$ cat config.mk
export PLATFORM = sky130hd
export DESIGN_NAME = instruction_encoder_flat
export DESIGN_NICKNAME = d
export VERILOG_FILES = /design/src/rtl/instruction_encoder_if.sv /design/src/rtl/instruction_encoder.sv /design/src/flat_wrapper.sv
export SDC_FILE = /design/constraint.sdc
export NUM_CORES = 1
export LEC_CHECK = 0
export CORE_ASPECT_RATIO = 2
export CORE_MARGIN = 8
export CORE_UTILIZATION = 45
export CTS_CLUSTER_SIZE = 25
export DETAILED_ROUTE_END_ITERATION = 10
export GPL_ROUTABILITY_DRIVEN = 0
export GPL_TIMING_DRIVEN = 0
export PLACE_DENSITY = 0.8
export SLEW_MARGIN = 10
export SYNTH_ARGS = -nofsm -noshare
export SYNTH_HDL_FRONTEND = slang
export SYNTH_SLANG_ARGS = --single-unit
$ cat constraint.sdc
create_clock -name clk -period 2.4 [get_ports clk]
set_clock_uncertainty 0.05 [all_clocks]
set_input_delay 0.48 -clock clk [delete_from_list [all_inputs] [get_ports clk]]
set_output_delay 0.48 -clock clk [all_outputs]
set_load 0.005 [all_outputs]
$ cat src/rtl/instruction_encoder_if.sv
// rtl/instruction_encoder_if.sv - field handshake and instruction-memory write port bundle
interface instruction_encoder_if #(
  parameter int ADDR_WIDTH = 8
);
  logic                  in_valid;
  logic                  in_ready;
  logic [5:0]            in_opcode;
  logic [4:0]            in_rs;
  logic [4:0]            in_rt;
  logic [4:0]            in_rd;
  logic [15:0]           in_imm;
  logic                  in_last;
  logic                  imem_we;
  logic [ADDR_WIDTH-1:0] imem_addr;
  logic [31:0]           imem_wdata;

  modport slave (
    input  in_valid, in_opcode, in_rs, in_rt, in_rd, in_imm, in_last,
    output in_ready, imem_we, imem_addr, imem_wdata
  );

  modport master (
    output in_valid, in_opcode, in_rs, in_rt, in_rd, in_imm, in_last,
    input  in_ready, imem_we, imem_addr, imem_wdata
  );
endinterface

$ cat src/rtl/instruction_encoder.sv
// rtl/instruction_encoder.sv - packs decoded instruction fields into imem words and appends EOF
module instruction_encoder #(
  parameter int ADDR_WIDTH = 8,
  parameter int DEPTH      = 256
) (
  input  logic                  clk,
  input  logic                  reset,
  input  logic                  start,
  instruction_encoder_if.slave  bus,
  output logic                  busy,
  output logic                  done,
  output logic                  err,
  output logic [ADDR_WIDTH:0]   word_count
);

  typedef enum logic [2:0] {IDLE, RUN, EOFW, DONE, ERR} state_t;

  localparam logic [5:0]            OP_EOF   = 6'd12;
  localparam logic [31:0]           EOF_WORD = {OP_EOF, 26'b0};
  localparam logic [ADDR_WIDTH-1:0] LAST_PTR = ADDR_WIDTH'(DEPTH - 1);

  state_t                state, state_next;
  logic [ADDR_WIDTH-1:0] ptr;
  logic                  wr_en;
  logic [31:0]           wr_word;
  logic                  transfer;
  logic                  is_rtype, is_itype;

  always_comb begin
    is_rtype = 1'b0;
    is_itype = 1'b0;
    case (bus.in_opcode)
      6'd1, 6'd2, 6'd6, 6'd7, 6'd8, 6'd11: is_rtype = 1'b1;
      6'd3, 6'd4, 6'd5, 6'd9, 6'd10:       is_itype = 1'b1;
      default: ;
    endcase
  end

  assign transfer = bus.in_valid && (state == RUN);

  always_comb begin
    state_next = state;
    wr_en      = 1'b0;
    wr_word    = 32'b0;
    case (state)
      IDLE, DONE, ERR: begin
        if (start) state_next = RUN;
      end
      RUN: begin
        if (transfer) begin
          if (bus.in_opcode == OP_EOF) begin
            wr_en      = 1'b1;
            wr_word    = EOF_WORD;
            state_next = DONE;
          end else if (!is_rtype && !is_itype) begin
            state_next = ERR;
          end else if (ptr == LAST_PTR) begin
            // last slot is held back for the EOF word
            state_next = ERR;
          end else begin
            wr_en      = 1'b1;
            wr_word    = is_rtype
                       ? {bus.in_opcode, bus.in_rs, bus.in_rt, bus.in_rd, 11'b0}
                       : {bus.in_opcode, bus.in_rs, bus.in_rt, bus.in_imm};
            state_next = bus.in_last ? EOFW : RUN;
          end
        end
      end
      EOFW: begin
        wr_en      = 1'b1;
        wr_word    = EOF_WORD;
        state_next = DONE;
      end
      default: state_next = IDLE;
    endcase
  end

  always_ff @(posedge clk) begin
    if (reset) begin
      state          <= IDLE;
      ptr            <= '0;
      word_count     <= '0;
      bus.imem_we    <= 1'b0;
      bus.imem_addr  <= '0;
      bus.imem_wdata <= 32'b0;
    end else begin
      state       <= state_next;
      bus.imem_we <= wr_en;
      if (wr_en) begin
        bus.imem_addr  <= ptr;
        bus.imem_wdata <= wr_word;
        ptr            <= ptr + 1'b1;
        word_count     <= word_count + 1'b1;
      end
      if ((state == IDLE || state == DONE || state == ERR) && start) begin
        ptr        <= '0;
        word_count <= '0;
      end
    end
  end

  assign bus.in_ready = (state == RUN);
  assign busy         = (state == RUN) || (state == EOFW);
  assign done         = (state == DONE);
  assign err          = (state == ERR);

endmodule

$ cat src/flat_wrapper.sv
// flat-port wrapper written by rule: the top's interface ports become plain ports
module instruction_encoder_flat 
#(
  parameter int ADDR_WIDTH = 8,
  parameter int DEPTH      = 256
)
  (clk, reset, start, busy, done, err, word_count, bus_in_valid, bus_in_opcode, bus_in_rs, bus_in_rt, bus_in_rd, bus_in_imm, bus_in_last, bus_in_ready, bus_imem_we, bus_imem_addr, bus_imem_wdata);
  instruction_encoder_if #(.ADDR_WIDTH(ADDR_WIDTH)) bus_i ();
  input  logic clk;
  input  logic reset;
  input  logic start;
  output logic busy;
  output logic done;
  output logic err;
  output logic [ADDR_WIDTH:0] word_count;
  input wire logic [$bits(bus_i.in_valid)-1:0] bus_in_valid;
  input wire logic [$bits(bus_i.in_opcode)-1:0] bus_in_opcode;
  input wire logic [$bits(bus_i.in_rs)-1:0] bus_in_rs;
  input wire logic [$bits(bus_i.in_rt)-1:0] bus_in_rt;
  input wire logic [$bits(bus_i.in_rd)-1:0] bus_in_rd;
  input wire logic [$bits(bus_i.in_imm)-1:0] bus_in_imm;
  input wire logic [$bits(bus_i.in_last)-1:0] bus_in_last;
  output wire logic [$bits(bus_i.in_ready)-1:0] bus_in_ready;
  output wire logic [$bits(bus_i.imem_we)-1:0] bus_imem_we;
  output wire logic [$bits(bus_i.imem_addr)-1:0] bus_imem_addr;
  output wire logic [$bits(bus_i.imem_wdata)-1:0] bus_imem_wdata;
  assign bus_i.in_valid = bus_in_valid;
  assign bus_i.in_opcode = bus_in_opcode;
  assign bus_i.in_rs = bus_in_rs;
  assign bus_i.in_rt = bus_in_rt;
  assign bus_i.in_rd = bus_in_rd;
  assign bus_i.in_imm = bus_in_imm;
  assign bus_i.in_last = bus_in_last;
  assign bus_in_ready = bus_i.in_ready;
  assign bus_imem_we = bus_i.imem_we;
  assign bus_imem_addr = bus_i.imem_addr;
  assign bus_imem_wdata = bus_i.imem_wdata;
  instruction_encoder #(.ADDR_WIDTH(ADDR_WIDTH), .DEPTH(DEPTH)) u_core (.clk(clk), .reset(reset), .start(start), .bus(bus_i), .busy(busy), .done(done), .err(err), .word_count(word_count));
endmodule
==> flow_summary.html <==
<table>
<tr><th>Metric</th><th>Value</th></tr>
<tr><th colspan="2">Setup path</th></tr>
<tr><td>Endpoint arrival time on the critical path</td><td>2450 ps</td></tr>
<tr><td>Crit-path max FO</td><td>10</td></tr>
<tr><td>Worst setup path category</td><td>in2reg</td></tr>
<tr><td>Endpoint required time on the critical path</td><td>2550 ps</td></tr>
<tr><td>Type of origin of the critical path</td><td>input port</td></tr>
<tr><td>Critical path endpoint category</td><td>flop</td></tr>
<tr><th colspan="2">CTS</th></tr>
<tr><td>Source-to-sink clock delay at the later pin of the worst-skew pair</td><td>330 ps</td></tr>
<tr><td>Total number of H-tree levels</td><td>3</td></tr>
<tr><td>Setup fix buffers added after clock tree synthesis</td><td>0</td></tr>
<tr><td>TritonCTS clock tree</td><td>built</td></tr>
<tr><td>Total clock buffers created by CTS</td><td>9</td></tr>
<tr><td>Clock Path Buffers</td><td>2</td></tr>
<tr><td>Hold buffers post-CTS</td><td>0</td></tr>
<tr><td>Clock root buffer</td><td>clkbuf_16</td></tr>
<tr><td>Clock transition time at the flip-flop clock pins of the worst setup and hold paths</td><td>50 ps</td></tr>
<tr><td>TritonCTS Sinks</td><td>61</td></tr>
<tr><th colspan="2">Global routing</th></tr>
<tr><td>GR met1 Demand/Resource</td><td>0.173</td></tr>
<tr><td>M2 GR Usage</td><td>0.301</td></tr>
<tr><td>Pin count of the biggest net entering global routing</td><td>11</td></tr>
<tr><td>GR peak layer</td><td>met2</td></tr>
<tr><td>Vias in the first global route</td><td>2771</td></tr>
<tr><td>Wire length of the first global-routing pass</td><td>12.9 mm</td></tr>
<tr><td>Global routing usage on met3</td><td>0.0969</td></tr>
<tr><td>Grt ovf</td><td>0</td></tr>
<tr><td>Total global routing track utilization</td><td>0.180</td></tr>
<tr><td>Initial antenna violation count</td><td>0</td></tr>
<tr><th colspan="2">Timing</th></tr>
<tr><td>Worst Hold Slack</td><td>396 ps</td></tr>
<tr><td>Share of the cycle needed by the critical path after routing</td><td>0.960</td></tr>
<tr><td>Final Slew Violations</td><td>0</td></tr>
<tr><td>Worst slew margin relative to its limit</td><td>0.623</td></tr>
<tr><td>Final count of hold timing violations</td><td>0</td></tr>
<tr><td>Achievable Freq</td><td>0.434 GHz</td></tr>
<tr><td>Worst-margin pin slew</td><td>566 ps</td></tr>
<tr><td>Minimum clock period</td><td>2300 ps</td></tr>
<tr><td>Final setup violation count</td><td>0</td></tr>
<tr><th colspan="2">Power and ir drop</th></tr>
<tr><td>PD cells</td><td>707 nW/µm²</td></tr>
<tr><td>Leakage</td><td>0.00148 µW</td></tr>
<tr><td>Worst voltage drop across the vdd grid</td><td>0.604 mV</td></tr>
<tr><th colspan="2">Yosys</th></tr>
<tr><td>Synthesized netlist cell count</td><td>291</td></tr>
<tr><td>Net count after synthesis</td><td>335</td></tr>
<tr><td>Share of synthesized cell area in full adder, half adder and majority cells</td><td>0.00933</td></tr>
<tr><td>Share of the synthesized area in compound gates (AO/OA/AOI/OAI)</td><td>0.240</td></tr>
<tr><td>Cell type contributing the most total cell area after synthesis</td><td>dfxtp_1</td></tr>
<tr><td>Basic-gate share of the synthesized area counting and, or, nand and nor cells</td><td>0.207</td></tr>
<tr><td>Number of synthesis warnings</td><td>0</td></tr>
<tr><td>Share of async-settable or async-resettable flops after synthesis</td><td>0</td></tr>
<tr><td>Top_reg_cell synth</td><td>dfxtp_1</td></tr>
<tr><td>Xor/xnor share of the synthesized area</td><td>0.00980</td></tr>
<tr><td>Synthesized area</td><td>2680 µm²</td></tr>
<tr><td>Top cells by area, synth</td><td>dfxtp_1, nor2_1, nand2_1</td></tr>
<tr><td>Share of the yosys chip area belonging to registers</td><td>0.455</td></tr>
<tr><td>Most numerous cell types in the synthesized netlist</td><td>dfxtp_1, nor2_1, nand2_1</td></tr>
<tr><td>Synth top area share</td><td>0.455</td></tr>
<tr><td>Number of enable-type register cells in the synthesized netlist</td><td>0</td></tr>
<tr><td>Number of distinct library cell variants in the gate-level netlist after synthesis</td><td>50</td></tr>
<tr><td>Main combinational cell family by area after synthesis</td><td>compound AO/OA/AOI/OAI gates</td></tr>
<tr><td>Share of synthesized area spent on multiplexers</td><td>0.0299</td></tr>
<tr><td>Mean instance size in the synthesized netlist</td><td>9.21 µm²</td></tr>
<tr><td>Number of storage elements in the synthesis netlist</td><td>61</td></tr>
<tr><td>Most common cell in the synthesized netlist</td><td>dfxtp_1</td></tr>
<tr><th colspan="2">Route</th></tr>
<tr><td>Length of the first detailed-routing pass in iterations</td><td>4</td></tr>
<tr><td>Total detailed-routing wirelength</td><td>8.02 mm</td></tr>
<tr><td>Vias per cell</td><td>5.68</td></tr>
<tr><td>Post-detailed-route wirelength per cell</td><td>17.3 µm</td></tr>
<tr><td>DRT iter0 DRCs</td><td>138</td></tr>
<tr><td>DRC violations left</td><td>0</td></tr>
<tr><td>Via count of the routed design</td><td>2635</td></tr>
<tr><td>Number of nets still failing antenna checks after routing</td><td>0</td></tr>
<tr><th colspan="2">Floorplanning</th></tr>
<tr><td>I/O Pins</td><td>96</td></tr>
<tr><td>Cell Rows</td><td>40</td></tr>
<tr><td>Full die area</td><td>8830 µm²</td></tr>
<tr><td>Placeable core region</td><td>5910 µm²</td></tr>
<tr><td>Overall die width</td><td>70.6 µm</td></tr>
<tr><td>Die height</td><td>125 µm</td></tr>
<tr><td>Effective utilization at floorplan</td><td>0.454</td></tr>
<tr><th colspan="2">Run</th></tr>
<tr><td>Number of max-cap violations</td><td>0</td></tr>
<tr><th colspan="2">Layout</th></tr>
<tr><td>Filler cell count</td><td>456</td></tr>
<tr><td>Area used by multi-input combinational logic</td><td>1350 µm²</td></tr>
<tr><td>Post-route standard cell area excluding fillers</td><td>4090 µm²</td></tr>
<tr><td>Fraction of final layout cells sized beyond drive strength 1</td><td>0.122</td></tr>
<tr><td>Antenna cell count</td><td>0</td></tr>
<tr><td>Synth-to-Final Area Change</td><td>52.7%</td></tr>
<tr><td>Total Nets Final</td><td>441</td></tr>
<tr><td>Area taken by flip-flops and latches</td><td>1220 µm²</td></tr>
<tr><th colspan="2">Worst hold path</th></tr>
<tr><td>Type of the most critical hold path</td><td>reg2reg</td></tr>
<tr><th colspan="2">Placement</th></tr>
<tr><td>Cell area reported after detailed placement</td><td>3710 µm²</td></tr>
<tr><td>Port Buf Inserts</td><td>95</td></tr>
<tr><td>Half-perimeter wire length of the detailed placement result</td><td>5.88 mm</td></tr>
<tr><th colspan="2">Outcome</th></tr>
<tr><td>Outcome</td><td>complete, no violations</td></tr>
</table>
==> state kept, by name, indices dropped and copies added (netlist names) <==
| signal | cells |
|---|---|
| u_core.ptr | 8 |
| u_core.bus.imem_wdata | 32 |
| u_core.bus.imem_addr | 8 |
| u_core.word_count | 9 |
| u_core.bus.imem_we | 1 |
| u_core.state | 3 |
==> metal layers <==
metal	wire, µm	vias to the layer above
met5	0	-
met4	185	0
met3	775	16
met2	4030	104
met1	3040	1237
li1	-	1278
==> final cells by class <==
class                      instances  share of cell area
buffer                            17              0.0269
clock inverter                     4              0.0232
multi-input combinational        208               0.331
clock buffer                      11              0.0617
timing repair buffer              95               0.235
sequential                        61               0.299
inverter                           5             0.00458
tap                               63              0.0193
==> worst paths after layout <==
path                                         startpoint                        to  slack (ps)  cells past startpoint
worst max register to register          u_core.state[1]      u_core.word_count[1]         270                      7
worst min-delay path            u_core.bus.imem_addr[6]   u_core.bus.imem_addr[6]         400                      2
worst min register to register  u_core.bus.imem_addr[6]   u_core.bus.imem_addr[6]         400                      2
worst max-delay path                   bus_in_opcode[1]  u_core.bus.imem_wdata[8]         100                      7
==> power by group <==
part,switching (µW),internal [µW]
combinational,173,169
clock,440,1060
sequential,16.9,1040
total,630,2270
==> through the flow <==
step                setup TNS [ps]  setup WS, ps  utilization  power, µW  std cells
floorplan                        0           459            -       1240        291
global placement            -11370          -270        0.628       1400        449
detailed placement          -13530          -347        0.628       1410        449
CTS                              0         0.264        0.689       2910        464
global route                 -13.7         -13.7        0.693       2990        464
finish                           0          97.1        0.693       2900        464
==> logic make-up (layout without fill, tap and decap cells) <==
kind of cell | count (synthesis) | after routing
xor gates and xnor gates | 3 | 3
AOI/OAI and AO/OA | 83 | 83
and+or+nand+nor | 112 | 112
muxes | 8 | 8
adders and majority gates | 2 | 2
buffers and inverters | 22 | 132
DFF | 61 | 61
==> critical path, stage by stage <==
cell and delay [ps]:
clkdlybuf4s50_1 590, nor2b_1 110, nor4b_1 520, o31ai_4 210
buf_2 240, a32oi_1 220, nor2_1 60
==> timing repair <==
action | CTS | global route
pin swaps | 0 | 1
gates resized for setup | 1 | 8
endpoints found under the setup margin | 8 | 45
==> layout by cell type, fill, tap and decap left out, drive strengths merged, types with 6 or more instances in the layout <==
master,instances
a22oi,13
mux2i,8
a21oi,24
clkbuf,16
dfxtp,61
or4,6
nand2,32
o21ai,10
nor2,37
clkdlybuf4s50,91
a32oi,11
nand3,7
or3,6
buf,12
Note: power is estimated with default switching activity, not from simulation.
